## config.mk

```make
export PLATFORM = sky130hd
export DESIGN_NAME = mpei_ahb_arb2
export DESIGN_NICKNAME = d
export VERILOG_FILES = /design/src/rtl/mpei_ahb_arb2.sv
export SDC_FILE = /design/constraint.sdc
export NUM_CORES = 1
export LEC_CHECK = 0
export CORE_MARGIN = 3
export CORE_UTILIZATION = 38
export CTS_CLUSTER_DIAMETER = 60
export CTS_CLUSTER_SIZE = 8
export DETAILED_ROUTE_END_ITERATION = 10
export GPL_TIMING_DRIVEN = 0
export PLACE_DENSITY = 0.74
export SLEW_MARGIN = 40
export SYNTH_ARGS = -nofsm -noshare
export SYNTH_HDL_FRONTEND = slang
export SYNTH_SLANG_ARGS = --single-unit
export TNS_END_PERCENT = 100
```

## constraint.sdc

```tcl
create_clock -name clk_i -period 1.7 [get_ports clk_i]
set_input_delay 0.34 -clock clk_i [delete_from_list [all_inputs] [get_ports clk_i]]
set_output_delay 0.34 -clock clk_i [all_outputs]
set_load 0.02 [all_outputs]
```

## src/rtl/mpei_ahb_arb2.sv

```systemverilog
// Two-port AHB-Lite arbiter: per-port one-deep address holding register,
// round-robin issue onto a shared slave bus, data phase routed to its owner.

module mpei_ahb_arb2_port #(
  parameter int HW = 40
) (
  input  logic          clk_i,
  input  logic          rstn_i,
  input  logic [1:0]    htrans,
  input  logic [HW-1:0] hfields,
  input  logic          gnt_i,
  input  logic          s_hready,
  input  logic          s_hresp,
  output logic          pend_o,
  output logic          hready_o,
  output logic          hresp_o,
  output logic [HW-1:0] held_o
);
  typedef enum logic [1:0] {S_IDLE, S_PEND, S_DATA} st_t;

  st_t           st_q, st_d;
  logic [HW-1:0] held_q, held_d;
  logic          cap;

  always_comb begin
    hready_o = 1'b1;
    hresp_o  = 1'b0;
    case (st_q)
      S_PEND:  hready_o = 1'b0;
      S_DATA:  begin hready_o = s_hready; hresp_o = s_hresp; end
      default: ;
    endcase
    // BUSY/IDLE never capture; SEQ is treated like NONSEQ
    cap    = hready_o & (htrans inside {2'b10, 2'b11});
    st_d   = st_q;
    held_d = held_q;
    case (st_q)
      S_IDLE:  if (cap) st_d = S_PEND;
      S_PEND:  if (gnt_i && s_hready) st_d = S_DATA;
      S_DATA:  if (s_hready) st_d = cap ? S_PEND : S_IDLE;
      default: st_d = S_IDLE;
    endcase
    if (cap) held_d = hfields;
  end

  always_ff @(posedge clk_i or negedge rstn_i) begin
    if (!rstn_i) begin
      st_q   <= S_IDLE;
      held_q <= '0;
    end else begin
      st_q   <= st_d;
      held_q <= held_d;
    end
  end

  assign pend_o = (st_q == S_PEND);
  assign held_o = held_q;
endmodule

module mpei_ahb_arb2 #(
  parameter int AW = 32,
  parameter int DW = 32
) (
  input  logic          clk_i,
  input  logic          rstn_i,
  input  logic [AW-1:0] m0_haddr,
  input  logic [1:0]    m0_htrans,
  input  logic          m0_hwrite,
  input  logic [2:0]    m0_hsize,
  input  logic [3:0]    m0_hprot,
  input  logic [DW-1:0] m0_hwdata,
  output logic [DW-1:0] m0_hrdata,
  output logic          m0_hready,
  output logic          m0_hresp,
  input  logic [AW-1:0] m1_haddr,
  input  logic [1:0]    m1_htrans,
  input  logic          m1_hwrite,
  input  logic [2:0]    m1_hsize,
  input  logic [3:0]    m1_hprot,
  input  logic [DW-1:0] m1_hwdata,
  output logic [DW-1:0] m1_hrdata,
  output logic          m1_hready,
  output logic          m1_hresp,
  output logic [AW-1:0] s_haddr,
  output logic [1:0]    s_htrans,
  output logic          s_hwrite,
  output logic [2:0]    s_hsize,
  output logic [3:0]    s_hprot,
  output logic [DW-1:0] s_hwdata,
  input  logic [DW-1:0] s_hrdata,
  input  logic          s_hready,
  input  logic          s_hresp
);
  localparam int HW = AW + 8;

  logic [1:0][HW-1:0] mf, held;
  logic [1:0][1:0]    mt;
  logic [1:0]         pend, gnt, hready, hresp;

  logic          any, sel, issue;
  logic          hold_q, hold_d, hold_gnt_q, hold_gnt_d;
  logic          last_q, last_d, owner_q, owner_d;
  logic [HW-1:0] bus_q, bus_d;

  assign mf[0] = {m0_haddr, m0_hwrite, m0_hsize, m0_hprot};
  assign mf[1] = {m1_haddr, m1_hwrite, m1_hsize, m1_hprot};
  assign mt[0] = m0_htrans;
  assign mt[1] = m1_htrans;

  for (genvar g = 0; g < 2; g++) begin : g_port
    mpei_ahb_arb2_port #(.HW(HW)) u_port (
      .clk_i    (clk_i),
      .rstn_i   (rstn_i),
      .htrans   (mt[g]),
      .hfields  (mf[g]),
      .gnt_i    (gnt[g]),
      .s_hready (s_hready),
      .s_hresp  (s_hresp),
      .pend_o   (pend[g]),
      .hready_o (hready[g]),
      .hresp_o  (hresp[g]),
      .held_o   (held[g])
    );
  end

  always_comb begin
    any = |pend;
    // a stalled address phase keeps its grant until the slave accepts it
    if (hold_q)      sel = hold_gnt_q;
    else if (&pend)  sel = ~last_q;
    else             sel = pend[1];
    gnt        = any ? (sel ? 2'b10 : 2'b01) : 2'b00;
    issue      = any & s_hready;
    hold_d     = any & ~s_hready;
    hold_gnt_d = sel;
    last_d     = issue ? sel : last_q;
    owner_d    = issue ? sel : owner_q;
    bus_d      = any ? held[sel] : bus_q;
  end

  always_ff @(posedge clk_i or negedge rstn_i) begin
    if (!rstn_i) begin
      hold_q     <= 1'b0;
      hold_gnt_q <= 1'b0;
      last_q     <= 1'b1;
      owner_q    <= 1'b0;
      bus_q      <= '0;
    end else begin
      hold_q     <= hold_d;
      hold_gnt_q <= hold_gnt_d;
      last_q     <= last_d;
      owner_q    <= owner_d;
      bus_q      <= bus_d;
    end
  end

  assign {s_haddr, s_hwrite, s_hsize, s_hprot} = bus_d;
  assign s_htrans  = any ? 2'b10 : 2'b00;
  assign s_hwdata  = owner_q ? m1_hwdata : m0_hwdata;
  assign m0_hrdata = s_hrdata;
  assign m1_hrdata = s_hrdata;
  assign m0_hready = hready[0];
  assign m1_hready = hready[1];
  assign m0_hresp  = hresp[0];
  assign m1_hresp  = hresp[1];
endmodule

```

==> run summary, run 1 <==
## Logic synthesis
* dfrtp_1 — most numerous cell in the Yosys netlist
* 0 — Post-synth EDFFs
* 0 — Syn. warnings
* 0.455 — area share of the leading cell type in the synthesized netlist
* 604 — synthesized instance count
* 11.6 um^2 — post-synthesis area per instance
* dfrtp_1 — largest area contributor in the netlist
* dfrtp_1, mux2_2, mux2_4 — synth top area cells
* 128 — Seq cells post-synth
* 0.00699 mm^2 — cell area after synthesis
* dfrtp_1, mux2_2, buf_4 — top cell types by occurrence after synthesis
* 31 — post-synth cell types
* 0.459 — sequential cell area fraction in the yosys report
* 1.00 — fraction of registers with async set or reset after synthesis
* 788 — Synth Net Count
* dfrtp_1 — most used flip-flop cell after synthesis

## CTS
* 17 — number of buffers added by the clock tree synthesis step
* clkbuf_16 — library cell used as clock root buffer
* 4 — number of levels in the clock H-tree
* 0.42 ns — worst-skew pair later-pin latency
* 2 — buffers from clock root to sink, at most
* 0.06 ns — clock slew at the register clock pins of the worst setup and hold paths
* 128 — clock sinks
* built — CTS tree

## Timing
* -53.75 ns — sum of negative setup slack
* 1.48 — fin crit share
* 163 — setup violation total in the final timing report
* 2.52 ns — min Tclk post-route
* -0.822 ns — slack of the critical path
* 0.00529 ns — Layout Skew
* true — RSZ-0062 raised after global routing
* 0 — final max-slew violation count
* 396 MHz — achievable frequency
* 0 — Hold Vio Cnt, Final

## Critical path
* 1.36 ns — required time at the endpoint of the critical path
* 5 — critical-path maximum fanout
* output pin — crit end category
* -0.26 ns — FF-to-FF setup slack
* register to output pin — crit path kind
* register — kind of launch point of the worst setup path
* 2.18 ns — arrival time at the worst endpoint

## Drt
* 5.30 — detail-routed via count per cell
* 269 — 1st-iter DRT viols
* 0 — Final ANT Viol Nets
* 6331 — Via Count
* 0 — residual DRC count
* 25400 um — Routed WL
* 4 — detailed-router iteration count before antenna repair
* 21.3 um — average detailed-routed wire length per instance

## Place
* 289 — Port Buffers
* 17900 um — HPWL after detailed placement
* 0.0110 mm^2 — cell area after placement
* 0.779 — final weighted congestion in routability-driven placement
* 1119 — cell count after placement

## Global route
* 6604 — number of global-route vias before repair
* 70 — maximum number of pins on one net before global-route repair
* 0.242 — total routing resource utilization after global routing
* 37000 um — global-route wire length before repair
* 0 — initial antenna violation count
* 0 — Remaining Overflow, GRT

## Power
* 0.00123 V — Worst VDD drop
* 2310 mW/mm^2 — power per unit of standard cell area
* 0.00543 uW — leakage power total
* 29900 uW — Tot Pwr

## Die
* 142 um — DIE WIDTH
* 326 — number of I/O pins
* 48 — number of rows created at floorplan
* 142 um — Die Ht
* 0.396 — Initial Utilization
* 0.0200 mm^2 — total die area
* 0.0177 mm^2 — total core area

## Final layout
* 0.494 — share of final-layout standard cells stronger than drive strength 1
* 0 — antenna diode count
* 85.3% — Area Overhead vs Synth
* 0.0129 mm^2 — fin area
* 1194 — post-layout instance count excluding filler cells
* 1140 — number of nets at the end of the flow

## Flow run
* 0 — count of maximum capacitance violations

## Hold path
* input pin to register — class of the most critical hold timing path

## Run status
* negative setup slack — failing checks
* finished with violations — status

-- cell families (layout without fill, tap and decap cells) --
family | count (synthesis) | count (layout) | share of synthesized area
AO/OA/AOI/OAI | 128 | 128 | 0.136
flip-flops | 128 | 128 | 0.459
buffers and inverters | 128 | 491 | 0.112
multiplexers | 115 | 115 | 0.207
AND/OR/NAND/NOR | 104 | 106 | 0.0860
other | 1 | 1 | 0.000537
-- worst max-delay path, stage by stage, from the launching register on --
cell	delay, ns
dfrtp_2	0.43
or3b_4	0.45
clkbuf_8	0.17
o211ai_1	0.39
a31oi_4	0.15
buf_6	0.17
-- metal layers --
layer | routed length, um | vias up | track usage
li1 | - | 2891 | -
met1 | 9170 | 3106 | 0.272
met2 | 13800 | 297 | 0.447
met3 | 1840 | 37 | 0.0573
met4 | 649 | 0 | 0.0813
met5 | 0 | - | 0
-- power breakdown --
part	total [uW]	internal [uW]	switching [uW]
registers	5740	4720	1020
clock network	3810	2430	1380
logic	20300	10600	9790
total	29900	17700	12200
-- cells in the final DEF, fill, tap and decap left out, types with 2 or more instances in the layout --
master,synthesis,routed
nor2b_4,1,4
nand2_1,5,3
dfrtp_2,0,4
mux2_1,7,3
mux2_2,68,46
buf_4,66,92
a32oi_1,40,15
clkbuf_4,0,6
clkinv_4,0,3
nand2_4,0,2
nor3_1,40,40
or2_4,0,2
o211ai_1,41,41
o21ai_0,2,2
buf_12,0,10
clkbuf_16,0,29
buf_2,5,4
clkinvlp_4,0,3
a32oi_4,0,6
nor2b_1,43,41
clkbuf_8,0,15
nor2_4,0,3
a31oi_4,0,39
a32oi_2,0,19
bufinv_16,0,3
clkbuf_2,0,13
or3b_4,0,3
mux2_4,40,66
clkdlybuf4s50_1,0,211
nand3b_1,2,2
buf_6,6,84
buf_8,0,12
dfrtp_1,127,123
clkinv_2,0,2
-- worst paths after layout --
check,startpoint,to,cells past startpoint
max reg2reg,g_port[1].u_port.st_q[1],g_port[1].u_port.held_o[35],7
max,hold_q,s_haddr[1],5
max in group asynchronous,rstn_i,hold_q,3
min,s_hready,hold_q,2
min reg2reg,g_port[0].u_port.held_o[29],g_port[0].u_port.held_o[29],1
min in group asynchronous,rstn_i,g_port[0].u_port.held_o[7],2
-- state kept, by name, indices dropped and copies added (netlist names) --
| register | flops |
|---|---|
| g_port.u_port.held_o | 80 |
| last_q | 1 |
| hold_q | 1 |
| owner_q | 1 |
| g_port.u_port.st_q | 4 |
| bus_q | 40 |
| hold_gnt_q | 1 |
-- what timing repair did --
item                                   CTS  global route
gates resized for setup                573           103
pin swaps                               28            34
setup endpoints to repair              198           168
setup buffers                           26            12
endpoints found under the hold margin   58             0
gates cloned                            10             8
hold buffers                             1             0
-- through the flow --
step	worst slack (ns)	utilization	hold slack (ns)
after floorplan	-0.170	-	0.0444
after global placement	-4.89	0.620	0.492
after detailed placement	-1.11	0.622	0.300
after CTS	-0.880	0.703	0.214
after global routing	-0.874	0.733	0.271
final	-0.822	0.733	0.266
-- final cells by class --
| class | instances | area, um^2 |
|---|---|---|
| repair buffers | 340 | 3630 |
| fillers | 1198 | 4720 |
| well taps | 225 | 282 |
| flip-flops and latches | 128 | 3210 |
| clock inverters | 12 | 158 |
| multi-input cells | 350 | 4060 |
| inverters | 1 | 3.75 |
| clock buffers | 20 | 467 |
| plain buffers | 118 | 1130 |
Power figures use the tool's default switching activity.
==> inputs of run 2 (changes only) <==
--- a/config.mk
+++ b/config.mk
@@ -7,8 +7,7 @@
 export LEC_CHECK = 0
 export CORE_MARGIN = 3
 export CORE_UTILIZATION = 38
-export CTS_CLUSTER_DIAMETER = 60
-export CTS_CLUSTER_SIZE = 8
+export CTS_CLUSTER_SIZE = 28
 export DETAILED_ROUTE_END_ITERATION = 10
 export GPL_TIMING_DRIVEN = 0
 export PLACE_DENSITY = 0.74
==> results of run 2 <==
Final layout, timing and power as in run 1 (identical DEF).
==> inputs of run 3 (changes only) <==
--- a/config.mk
+++ b/config.mk
@@ -6,11 +6,11 @@
 export NUM_CORES = 1
 export LEC_CHECK = 0
 export CORE_MARGIN = 3
-export CORE_UTILIZATION = 38
+export CORE_UTILIZATION = 42
 export CTS_CLUSTER_SIZE = 28
 export DETAILED_ROUTE_END_ITERATION = 10
 export GPL_TIMING_DRIVEN = 0
-export PLACE_DENSITY = 0.74
+export PLACE_DENSITY = 0.78
 export SLEW_MARGIN = 40
 export SYNTH_ARGS = -nofsm -noshare
 export SYNTH_HDL_FRONTEND = slang
==> constraint.sdc (replaced) <==
create_clock -name clk_i -period 2.5 [get_ports clk_i]
set_input_delay 0.5 -clock clk_i [delete_from_list [all_inputs] [get_ports clk_i]]
set_output_delay 0.5 -clock clk_i [all_outputs]
set_load 0.02 [all_outputs]
==> run 3 against run 2 <==
Compared with the run above: the flow still finishes with violations (negative setup slack); non-clock buffer count is 27 lower; combinational power is 48% lower; die area is 9.1% lower; cell count is 2.8% lower; sequential share of layout area is 3.1 points higher; register-to-register slack better by 0.60 ns; clock skew is 0.0061 ns higher; setup slack better by 0.67 ns; routed wire length is 2.3% higher; global-route usage is 3.4 points higher; highest routed layer is now met5.
==> run summary, run 3 (synthesis results as in run 1) <==
## Run status
* finished with violations — status
* negative setup slack — failing checks

## Drt
* 5 — detailed-router iteration count before antenna repair, +1
* 2080 um — WL met3, +13%
* 22.4 um — average detailed-routed wire length per instance, +5.3%
* 13300 um — sum of met2 wire segment lengths after detailed routing, -3.7%
* 26000 um — Routed WL, +2.3%
* 0 — Final ANT Viol Nets, unchanged
* 364 — 1st-iter DRT viols, +35%
* 0 — residual DRC count, unchanged
* 10300 um — Met1 Wirelength, +12%
* 5.41 — detail-routed via count per cell, +2.0%
* met5 — highest layer used for signal routing
* 6273 — Via Count, -0.92%

## CTS
* 2 — buffers from clock root to sink, at most, unchanged
* 128 — clock sinks, unchanged
* clkbuf_16 — library cell used as clock root buffer
* 0.43 ns — worst-skew pair later-pin latency, about the same
* 17 — number of buffers added by the clock tree synthesis step, unchanged
* 4 — number of levels in the clock H-tree, unchanged
* 0.06 ns — clock slew at the register clock pins of the worst setup and hold paths, about the same
* built — CTS tree

## Final layout
* 0.404 — share of final-layout standard cells stronger than drive strength 1, -0.0901
* 1119 — number of fill cells in the layout, -6.6%
* clkdlybuf4s50_1, dfrtp_1, buf_4 — commonest non-fill, non-tap cells in the layout
* 0.716 — utilization of the core after routing, -0.0168
* 1111 — number of nets at the end of the flow, -2.5%
* 80 — Largest register FFs, unchanged
* clkdlybuf4s50_1 — most common library cell in the layout ignoring fill and taps
* 64.6% — Area Overhead vs Synth
* 0.0115 mm^2 — fin area, -11%

## Critical path
* or3b_4 — Max stage delay cell, worst path
* 2.00 ns — required time at the endpoint of the critical path, +0.64 ns
* output pin — crit end category
* 2.15 ns — arrival time at the worst endpoint, -0.03 ns
* or3b_4 -> clkbuf_8 -> o211ai_1 -> a31oi_1 -> buf_4 — cells traversed along the worst timing path
* 0.50 ns — max incr delay on CP, +0.05 ns
* register — kind of launch point of the worst setup path
* register to output pin — crit path kind
* 8 — critical-path maximum fanout, +3

## Die
* 0.0161 mm^2 — total core area, -9.1%
* 0.0182 mm^2 — total die area, -9.1%
* 326 — number of I/O pins, unchanged
* 135 um — Die Ht, -4.7%
* 135 um — DIE WIDTH, -4.7%
* 46 — number of rows created at floorplan, -4.2%
* 0.435 — Initial Utilization, +0.0394

## Timing
* -2.93 ns — sum of negative setup slack, +50.82 ns
* 1.06 — fin crit share
* 0 — Hold Vio Cnt, Final, unchanged
* 0 — final max-slew violation count, unchanged
* 377 MHz — achievable frequency
* true — RSZ-0062 raised after global routing
* 40 — setup violation total in the final timing report, -75%
* 0.0114 ns — Layout Skew, +0.00611 ns
* -0.152 ns — slack of the critical path, +0.670 ns
* 2.65 ns — min Tclk post-route

## Flow run
* 0 — count of maximum capacitance violations, unchanged

## Hold path
* input pin to register — class of the most critical hold timing path

## Global route
* 6 — initial antenna violation count, +6
* 0 — Remaining Overflow, GRT, unchanged
* 75 — maximum number of pins on one net before global-route repair, +7.1%
* 6297 — number of global-route vias before repair, -4.6%
* 0.276 — total routing resource utilization after global routing, +0.0341
* 37700 um — global-route wire length before repair, +2.0%

## Power
* 17300 uW — Tot Pwr, -42%
* 1500 mW/mm^2 — power per unit of standard cell area, -35%
* 0.00128 V — Worst VDD drop, +4.7%
* 0.00494 uW — leakage power total, -9.0%

## Place
* 0.849 — final weighted congestion in routability-driven placement, +8.9%
* 18800 um — HPWL after detailed placement, +5.5%
* 289 — Port Buffers, unchanged
* 0.0102 mm^2 — cell area after placement, -7.2%

run 3: cell count changes in the layout (fill, tap and decap cells not counted), sizes merged:
| cell | before | now |
|---|---|---|
| nor2b | 45 | 44 |
| diode | 0 | 4 |
| dlymetal6s2s | 0 | 15 |
| buf | 203 | 145 |
| clkinvlp | 3 | 1 |
| or2 | 2 | 1 |
| clkinv | 5 | 4 |
| clkbuf | 63 | 61 |
| bufinv | 3 | 5 |
| dlygate4sd2 | 0 | 15 |
| clkdlybuf4s50 | 211 | 216 |
| inv | 2 | 1 |
run 3: routing by layer:
metal | up-vias | track usage
li1 | 2833 | -
met1 | 3118 | 0.332
met2 | 284 | 0.471
met3 | 36 | 0.0808
met4 | 2 | 0.0985
met5 | - | 0
run 3: final cells by class:
class / count / area, um^2 / share of cell area
well taps: 216 / 270 / 0.0235
diodes: 4 / 10.0 / 0.000870
repair buffers: 309 / 3010 / 0.262
plain buffers: 122 / 1040 / 0.0905
multi-input cells: 348 / 3300 / 0.287
clock inverters: 10 / 181 / 0.0158
inverters: 1 / 3.75 / 0.000326
clock buffers: 22 / 474 / 0.0412
flip-flops and latches: 128 / 3210 / 0.279
run 3: power by group:
part	switching, uW	internal [uW]	leakage (uW)
logic	5530	5080	0.00312
registers	668	3210	0.00150
clock network	925	1840	0.000320
total	7120	10100	0.00494
run 3: worst max-delay path: cells and delay by family (launching register included):
| kind | cells | cell delay (ns) |
|---|---|---|
| AOI/OAI and AO/OA | 2 | 0.41 |
| buffers and inverters | 2 | 0.40 |
| DFF | 1 | 0.41 |
| and+or+nand+nor | 1 | 0.50 |
run 3: path summary, 6_finish.rpt:
check / from / to / slack, ns / depth (start not counted)
worst max-delay path: g_port[1].u_port.st_q[1] / s_haddr[1] / -0.15 / 5
worst min-delay path: s_hready / hold_q / 0.46 / 2
worst max register to register: g_port[1].u_port.st_q[1] / g_port[1].u_port.held_o[37] / 0.34 / 6
worst min register to register: g_port[0].u_port.held_o[39] / g_port[0].u_port.held_o[39] / 0.51 / 1
max in group asynchronous: rstn_i / last_q / 1.18 / 3
min in group asynchronous: rstn_i / g_port[0].u_port.held_o[28] / 0.58 / 2
run 3: per-stage QoR:
step | hold slack, ns | instances | worst slack [ns]
after floorplan | 0.204 | 604 | 0.268
after global placement | 0.491 | 1109 | -4.10
after detailed placement | 0.444 | 1110 | -0.675
after CTS | 0.442 | 1155 | -0.159
after global routing | 0.503 | 1160 | -0.177
final | 0.461 | 1160 | -0.152
run 3: timing repair:
item / in CTS / in global routing
hold endpoints to repair: 2 / 0
setup buffers: 14 / 2
pin swaps: 18 / 14
cloned: 2 / 0
endpoints found under the setup margin: 75 / 56
resized for setup: 400 / 51
hold buffers: 1 / 0
